[src/rtl/serial_sub.sv]
// Bit-serial WIDTH-bit subtractor (diff = a - b - bin), one bit per clock, LSB first.
// Define SERIAL_SUB_OVF_EN to add the registered signed-overflow output ovf.
module serial_sub #(
  parameter int WIDTH = 8
) (
  input  logic             clk,
  input  logic             rst,
  input  logic             start,
  input  logic [WIDTH-1:0] a,
  input  logic [WIDTH-1:0] b,
  input  logic             bin,
  output logic             busy,
  output logic             done,
  output logic [WIDTH-1:0] diff,
`ifdef SERIAL_SUB_OVF_EN
  output logic             ovf,
`endif
  output logic             bout
);

  localparam int CNT_W = (WIDTH > 2) ? $clog2(WIDTH) : 1;
  localparam logic [CNT_W-1:0] CNT_LAST = CNT_W'(WIDTH - 1);

  typedef enum logic [1:0] {IDLE, SHIFT, DONE} state_t;

  function automatic logic fs_diff(input logic x, input logic y, input logic br);
    return x ^ y ^ br;
  endfunction

  function automatic logic fs_borrow(input logic x, input logic y, input logic br);
    return (~x & y) | (~(x ^ y) & br);
  endfunction

  state_t           state_q, state_d;
  logic [CNT_W-1:0] cnt_q, cnt_d;
  logic             busy_q, busy_d;
  logic             done_q, done_d;
  logic [WIDTH-1:0] diff_q, diff_d;
  logic             bout_q, bout_d;
  logic [WIDTH-1:0] sa_q, sa_d;
  logic [WIDTH-1:0] sb_q, sb_d;
  logic [WIDTH-1:0] partial_q, partial_d;
  logic             br_q, br_d;
  logic             d_bit, b_next;
`ifdef SERIAL_SUB_OVF_EN
  logic             ovf_q, ovf_d;
  logic             a_msb_q, a_msb_d;
  logic             b_msb_q, b_msb_d;
`endif

  assign d_bit  = fs_diff(sa_q[0], sb_q[0], br_q);
  assign b_next = fs_borrow(sa_q[0], sb_q[0], br_q);

  always_comb begin
    state_d   = state_q;
    cnt_d     = cnt_q;
    diff_d    = diff_q;
    bout_d    = bout_q;
    sa_d      = sa_q;
    sb_d      = sb_q;
    partial_d = partial_q;
    br_d      = br_q;
`ifdef SERIAL_SUB_OVF_EN
    ovf_d     = ovf_q;
    a_msb_d   = a_msb_q;
    b_msb_d   = b_msb_q;
`endif
    case (state_q)
      SHIFT: begin
        sa_d      = sa_q >> 1;
        sb_d      = sb_q >> 1;
        br_d      = b_next;
        partial_d = (partial_q >> 1) | {d_bit, {(WIDTH-1){1'b0}}};
        cnt_d     = cnt_q + CNT_W'(1);
        if (cnt_q == CNT_LAST) begin
          diff_d  = partial_d;
          bout_d  = b_next;
`ifdef SERIAL_SUB_OVF_EN
          ovf_d   = (a_msb_q != b_msb_q) && (d_bit != a_msb_q);
`endif
          state_d = DONE;
        end
      end
      default: begin
        // IDLE and DONE both accept a new request; DONE then allows back-to-back ops.
        if (start) begin
          sa_d      = a;
          sb_d      = b;
          br_d      = bin;
          cnt_d     = '0;
          partial_d = '0;
`ifdef SERIAL_SUB_OVF_EN
          a_msb_d   = a[WIDTH-1];
          b_msb_d   = b[WIDTH-1];
`endif
          state_d   = SHIFT;
        end else begin
          state_d   = IDLE;
        end
      end
    endcase
    busy_d = (state_d == SHIFT);
    done_d = (state_d == DONE);
  end

  always_ff @(posedge clk) begin
    if (rst) begin
      state_q <= IDLE;
      cnt_q   <= '0;
      busy_q  <= 1'b0;
      done_q  <= 1'b0;
      diff_q  <= '0;
      bout_q  <= 1'b0;
`ifdef SERIAL_SUB_OVF_EN
      ovf_q   <= 1'b0;
`endif
    end else begin
      state_q <= state_d;
      cnt_q   <= cnt_d;
      busy_q  <= busy_d;
      done_q  <= done_d;
      diff_q  <= diff_d;
      bout_q  <= bout_d;
`ifdef SERIAL_SUB_OVF_EN
      ovf_q   <= ovf_d;
`endif
    end
  end

  // Operand shift registers carry no control meaning and are always reloaded before use.
  always_ff @(posedge clk) begin
    sa_q      <= sa_d;
    sb_q      <= sb_d;
    partial_q <= partial_d;
    br_q      <= br_d;
`ifdef SERIAL_SUB_OVF_EN
    a_msb_q   <= a_msb_d;
    b_msb_q   <= b_msb_d;
`endif
  end

  assign busy = busy_q;
  assign done = done_q;
  assign diff = diff_q;
  assign bout = bout_q;
`ifdef SERIAL_SUB_OVF_EN
  assign ovf  = ovf_q;
`endif

endmodule
[config.mk]
export PLATFORM = sky130hd
export DESIGN_NAME = serial_sub
export DESIGN_NICKNAME = d
export VERILOG_FILES = /design/src/rtl/serial_sub.sv
export SDC_FILE = /design/constraint.sdc
export NUM_CORES = 1
export LEC_CHECK = 0
export BUFFER_PORTS_ARGS = -buffer_cell sky130_fd_sc_hd__buf_4
export CAP_MARGIN = 30
export CORE_ASPECT_RATIO = 1.1
export CORE_UTILIZATION = 55
export CTS_CLUSTER_SIZE = 40
export DETAILED_ROUTE_END_ITERATION = 8
export GPL_ROUTABILITY_DRIVEN = 0
export PLACE_DENSITY = 0.77
export REMOVE_ABC_BUFFERS = 1
export SLEW_MARGIN = 20
export SYNTH_ARGS = -nofsm -noshare
export SYNTH_HDL_FRONTEND = slang
export SYNTH_SLANG_ARGS = --single-unit
export TNS_END_PERCENT = 30
[constraint.sdc]
create_clock -name clk -period 4 [get_ports clk]
set_input_delay 0.2 -clock clk [delete_from_list [all_inputs] [get_ports clk]]
set_output_delay 0.2 -clock clk [all_outputs]
set_load 0.02 [all_outputs]
* Word-level counts from Yosys, hierarchy flattened
Index checks and enable logic that the tools add are counted.
Cells by class: add/subtract/negate cells 1, multiply operators 0, div/mod/pow operators 0, magnitude comparators 0, equal/unequal tests 4, shifts and indexed selects 0, multiplexer cells 13, bitwise operators 8, reductions and logical operators 2
Operators with widths (count):
- 7-bit 2-to-1 mux | 4
- 8-bit 2-to-1 mux | 2
- 7-bit by 8-bit OR with 8-bit output | 1
- 3-bit 2-to-1 mux | 2
- 2-bit by 1-bit == test with 1-bit output, second input constant | 2
- 2-bit 2-to-1 mux | 2
- 3-bit by 1-bit adder with 3-bit output, second input constant | 1
- 3-bit == test, second input constant | 1
- 1-bit 2-to-1 mux | 3
- 1-bit AND | 2
- 2-bit == test, second input constant | 1
- 1-bit inverter | 2
- 2-bit AND reduction | 1
- 2-bit nonzero test | 1
- 1-bit XOR | 2
- 1-bit OR | 1
Word-level totals: register bits after elaboration 41, latch bits 0, memory bits (writable) 0, memory bits (read-only) 0, input bits 20, output and inout port bits 11, logic and storage cells 40, memories kept 0

* Longest topological paths before layout
Gate-level depths: netlist of run 1.
word-level depth 5, depth in mapped cells 6, gate-level depth less buffers 5

* Least setup slack after synthesis of run 1
No wires, ideal clock.
path type reg-to-reg, start point reg state_q[1], end point reg br_q, enable pin, setup time 382 ps, data arrival time 1140 ps, data required time 3618 ps, setup slack 2478 ps, stages on the path, launching flop included 4, path buffers 1, period minus slack after synthesis 1522 ps, path through dfxtp_1 -> nand2b_1 -> buf_2 -> nand2b_1
On the way: cells in the longest elaborated chain, start to end 2
RTL lines:
- from (decl) | RTL line 34 | state_t state_q, state_d;
- from (signal assigned) | RTL line 118 | state_q <= state_d;
- 2-bit by 1-bit == test with 1-bit output | RTL line 68 | case (state_q)
- 2-bit nonzero test (no source line)
- to (signal assigned) | RTL line 135 | br_q <= br_d;
- to (decl) | RTL line 43 | logic br_q, br_d;
Every way passes these cells. A chain may end at the register's enable or synchronous reset.

* Worst setup path in the final report of run 1
start point reg state_q[1], end point reg sb_q[2], enable pin
On the way: cells in the longest elaborated chain, start to end 2
RTL lines:
- 2-bit by 1-bit == test with 1-bit output | RTL line 68
- 2-bit nonzero test (no source line)
- to (signal assigned) | RTL line 133 | sb_q <= sb_d;
- to (decl) | RTL line 41 | logic [WIDTH-1:0] sb_q, sb_d;
Every way passes these cells.

==> results.toml, run 1 <==
[worst_setup_path]
rr_startpoint = "state_q[1]"
arrival_ps = 1990
required_ps = 4110
crit_type = "flop to flop"
reg2reg_slack_ps = 2120
path_max_fanout = 20
worstSetupStartpointType = "flop"
worstReg2RegEnd = "sb_q[2]"
critPathCaptureType = "flop"
r2r_cells = 3

[clock_tree]
cts.htree.levels = 2
cts.sinks = 40
cts_resized = 0
cts_made_buffers = 5
clock_path_buffers = 2
insertion_delay_ps = 350
ctsHoldBuffers = 0
cts_tree = "yes"
post_cts_buffers = 0
clock-root-buffer = "clkbuf_4"
clk_pin_slew_ps = 120

[drt]
postRouteWirelength_um = 2410
wl_per_cell_um = 11.0
m1WireLength_um = 1110
drtAntennaViolNets = 0
dr.max_layer_used = "met4"
vias = 1072
dr_wl_met2_um = 1130
dr.pass1.iters = 4
vias_per_cell = 4.92
drcViolationCount = 0
route.met3.wl_um = 135
drt_iter0_drc = 29

[job]
maxCapViolations = 0

[logic_synthesis]
synth_largest_area_cell = "edfxtp_1"
syn-instance-count = 154
synth_top_area_share_pct = 41.6
yosys_warnings = 0
ys_seq_elements = 40
syn-cell-area_um2 = 1590
synth_cell_type_count = 20
yosys-top-cells-area = "edfxtp_1, dfxtp_1, nand2_1, a21oi_1, and2_1"
avgSynthCellArea_um2 = 10.3
yosysSeqAreaShare_pct = 64.4

[grt]
antenna_found_initial = 0
grt_first_pass_wirelength_um = 4130
grt_overflow = 0
grt_max_degree = 23
grt_pass1_vias = 965
grtUsageTotal_pct = 19.0

[die]
die-width_um = 53.2
coreArea_um2 = 2750
die_y_um = 58.3
rows = 20
io-pin-count = 31
start_util_pct = 57.6
die_area_um2 = 3100

[cells_and_area]
layout-drive-gt1-share_pct = 21.6
final_cell_mix = "nand2_1, buf_4, edfxtp_1"
n_antenna_cell = 0
fin_util_pct = 68.8
fin_nets = 207
n_fill_cell = 218
final_common_cell = "nand2_1"
area_growth_syn_to_layout_pct = 19.4

[timing]
period_share_pct = 47.0
fmax_mhz = 532
worst_pin_slew_ps = 806
fin_setup_tns_ps = 0
rsz0062_at_grt = "no"
clock_skew_ps = 12.6
min_period_ps = 1880
finalSetupViolCount = 0
timing.max_slew.rel_slack_pct = 46.2
hold_violations = 0
maxSlewViolCount = 0

[power_and_ir_drop]
p_leak_nw = 0.832
power_mw = 0.777
power_density_nw_per_um2 = 410
irDropWorstVdd_mv = 0.343

[status]
status = "finished clean"

[hold_path]
hold_class = "input port to flop"
hold_depth = 3
hold_end = "sa_q[7]"
min_from = "a[7]"

[placed_design]
portBuffers = 30
dpl.hpwl_um = 1620
flip-flops by register name (all words and copies together) (netlist names):
name	count
partial_q	7
br_q	1
done	1
bout	1
state_q	2
diff	8
cnt_q	3
busy	1
sb_q	8
sa_q	8
through the flow:
stage	hold WS, ps	setup WS [ps]	std cells	cell area [um^2]
floorplan	265	2310	145	1530
global placement	436	1980	209	1810
detailed placement	447	1870	209	1810
CTS	73.9	1840	217	1880
global route	73.5	1920	218	1890
finish	75.7	2120	218	1890
cell families (layout without fill, tap and decap cells):
group / count (synthesis) / after routing / share of synthesized area [%]
flops: 40 / 40 / 64.4
mux: 2 / 2 / 1.26
fa+ha+maj: 3 / 3 / 2.84
simple gates: 84 / 84 / 22.9
compound gates: 14 / 14 / 4.89
buf+inv: 11 / 42 / 3.79
worst max-delay path by stage:
stage	start	to	slack, ps
2_1_floorplan	state_q[1]	br_q	2310
3_3_place_gp	state_q[1]	sb_q[2]	1980
3_5_place_dp	state_q[1]	sb_q[3]	1870
4_1_cts	state_q[1]	sb_q[3]	1840
5_1_grt	state_q[1]	sb_q[5]	1920
6_report	state_q[1]	sb_q[2]	2120
worst max-delay path: stages, from the launching register on:
cell      delay [ps]
dfxtp_1          380
nand2b_1         570
nand2b_1         420
buf_8            270
metal layers:
layer  track usage, %  vias up
met4             9.02        0
met2             28.6       28
met5                0        -
li1                 -      560
met1             23.0      480
met3             8.79        4
area by class of cell:
type	instances	area [um^2]	share of cell area, %
Timing Repair Buffer	32	248	13.1
Inverter	2	7.51	0.396
Clock buffer	7	66.3	3.50
Clock inverter	1	5.00	0.264
Tap cell	33	41.3	2.18
Multi-Input combinational cell	103	505	26.7
Sequential cell	40	1020	53.9
power by group:
part / switching, mW / internal, mW / total, mW
sequential: 0.00965 / 0.466 / 0.476
combinational: 0.0361 / 0.0316 / 0.0678
clock: 0.128 / 0.106 / 0.234
total: 0.174 / 0.604 / 0.777
synthesized netlist by cell type:
cell / count
a211oi_2: 1
a21oi_1: 11
and2_1: 7
and3b_1: 1
buf_2: 3
buf_4: 4
clkbuf_1: 2
dfxtp_1: 18
edfxtp_1: 22
fa_1: 1
ha_1: 2
inv_1: 2
mux2i_1: 2
nand2_1: 61
nand2b_1: 3
nand3b_1: 4
nor2_1: 7
nor2b_1: 1
o21ai_0: 1
o21ai_1: 1
Power figures use the tool's default switching activity.
==> run 2: changes to the inputs <==
CORE_UTILIZATION = 53   (was 55)
PLACE_DENSITY = 0.74   (was 0.77)
clock period = 1.9 ns   (was 4 ns; I/O delays follow)
==> run 2 against run 1 <==
Net effect: critical path depth increased by 2; count of clock-buffer cells in the layout up 1; non-clock buffer count rose by 5; die area rose by 3.6%; combinational power is 120% higher; sequential share of layout area decreased by 1.6 points; critical endpoint is now bout.
==> results.toml, run 2 (synthesized netlist as in run 1, its figures left out) <==
[worst_setup_path]
worst-path-buf-inv = 0
critPathLaunch = "cnt_q[0]"
path_max_fanout = 10
crit_top_cell = "ha_1"
required_ps = 2170
rr_startpoint = "cnt_q[0]"
crit_chain = "ha_1 -> ha_1 -> and3b_1 -> nor2_1 -> a211oi_2"
cpPeakStageDelay_ps = 380
worstReg2RegEnd = "bout"
r2r_cells = 5
reg2reg_slack_ps = 490
worstSetupStartpointType = "flop"
crit_family = "simple AND/OR/NAND/NOR gates"
arrival_ps = 1680
cp_slowest_cell = "and3b_1"
crit_type = "flop to flop"
critPathCaptureType = "flop"

[drt]
dr.pass1.iters = 4
drcViolationCount = 0
drt_iter0_drc = 11
vias_per_cell = 5.02
postRouteWirelength_um = 2590
wl_per_cell_um = 11.6
drtAntennaViolNets = 0
vias = 1120

[clock_tree]
clock-root-buffer = "clkbuf_4"
clock_path_buffers = 2
cts_tree = "yes"
post_cts_buffers = 0
cts_made_buffers = 5
cts_resized = 0
clk_pin_slew_ps = 120
insertion_delay_ps = 340
cts.sinks = 40
cts.htree.levels = 2

[die]
die-width_um = 54.2
start_util_pct = 56.6
die_area_um2 = 3220
rows = 20
io-pin-count = 31
die_y_um = 59.4
coreArea_um2 = 2800

[cells_and_area]
n_fill_cell = 221
n_antenna_cell = 0
fin_nets = 212
fin_util_pct = 69.6
layout-drive-gt1-share_pct = 22.6
final_cell_mix = "nand2_1, buf_4, edfxtp_1"
area_growth_syn_to_layout_pct = 22.9
final_common_cell = "nand2_1"

[grt]
antenna_found_initial = 0
grtUsageTotal_pct = 20.2
grt_overflow = 0
grt_max_degree = 23
grt_pass1_vias = 1068
grt_first_pass_wirelength_um = 4500

[timing]
period_share_pct = 74.2
timing.max_slew.rel_slack_pct = 73.0
hold_violations = 0
fmax_mhz = 709
finalSetupViolCount = 0
min_period_ps = 1410
fin_setup_tns_ps = 0
maxSlewViolCount = 0
worst_pin_slew_ps = 403
rsz0062_at_grt = "no"
clock_skew_ps = 16.1
fin_hold_ws_ps = 7.47

[power_and_ir_drop]
clkPwrFrac_pct = 33.0
pwr-share-seq_pct = 58.3
power_density_nw_per_um2 = 882
p_leak_nw = 0.860
intPower_mw = 1.35
irDropWorstVdd_mv = 0.611
power_mw = 1.72
pwr-share-comb_pct = 8.8
netSwitchingPower_mw = 0.370
switching_share_pct = 21.5

[hold_path]
hold_class = "input port to flop"
min_from = "b[7]"
hold_depth = 3
hold_end = "sb_q[7]"

[placed_design]
dpl.hpwl_um = 1740
portBuffers = 30

[job]
maxCapViolations = 0

[status]
status = "finished clean"
run 2: cell types whose count changed in the layout (fill, tap and decap cells not counted), sizes merged:
cell | previous run | this run
clkbuf | 7 | 8
clkinv | 1 | 0
buf | 32 | 34
dlygate4sd3 | 0 | 3
run 2: worst max path at each step:
stage	to	cells past startpoint
final	bout	5
after global routing	bout	5
after CTS	bout	5
after detailed placement	bout	5
after global placement	bout	5
after floorplan	br_q	2
run 2: power by group through the flow:
stage / clock, mW / combinational [mW] / sequential (mW)
after floorplan: 0 / 0.0775 / 1.02
after global placement: 0 / 0.143 / 1.02
after detailed placement: 0 / 0.148 / 1.02
after CTS: 0.575 / 0.154 / 1.00
after global routing: 0.612 / 0.175 / 1.01
final: 0.567 / 0.151 / 1.00
run 2: cell type report:
cell class / count / area [um^2] / area share (%)
sequential: 40 / 1020 / 52.3
multi-input combinational: 103 / 505 / 25.9
timing repair buffer: 37 / 285 / 14.6
clock buffer: 8 / 90.1 / 4.62
tap: 33 / 41.3 / 2.12
inverter: 2 / 7.51 / 0.385
run 2: per-stage QoR:
stage | worst slack, ps | area, um^2 | instances
6_report | 490 | 1950 | 223
5_1_grt | 364 | 1950 | 223
4_1_cts | 487 | 1950 | 223
3_5_place_dp | 509 | 1830 | 212
3_3_place_gp | 582 | 1830 | 212
2_1_floorplan | 210 | 1530 | 145
run 2: per-layer routing:
| metal | GRT usage, % | up-vias | part of all wire [%] |
|---|---|---|---|
| li1 | - | 570 | - |
| met1 | 24.1 | 518 | 44 |
| met2 | 32.6 | 25 | 50 |
| met3 | 5.38 | 7 | 3.9 |
| met4 | 11.0 | 0 | 2.0 |
| met5 | 0 | - | 0 |
run 2: timing repair:
item	in CTS	in global routing
setup endpoints to repair	0	0
hold buffers	3	0
endpoints found under the hold margin	3	0
run 2: worst register-to-register path: stages, from the launching register on:
cell and delay [ps]:
dfxtp_1 370, ha_1 150, ha_1 150, and3b_1 380, nor2_1 100, a211oi_2 190
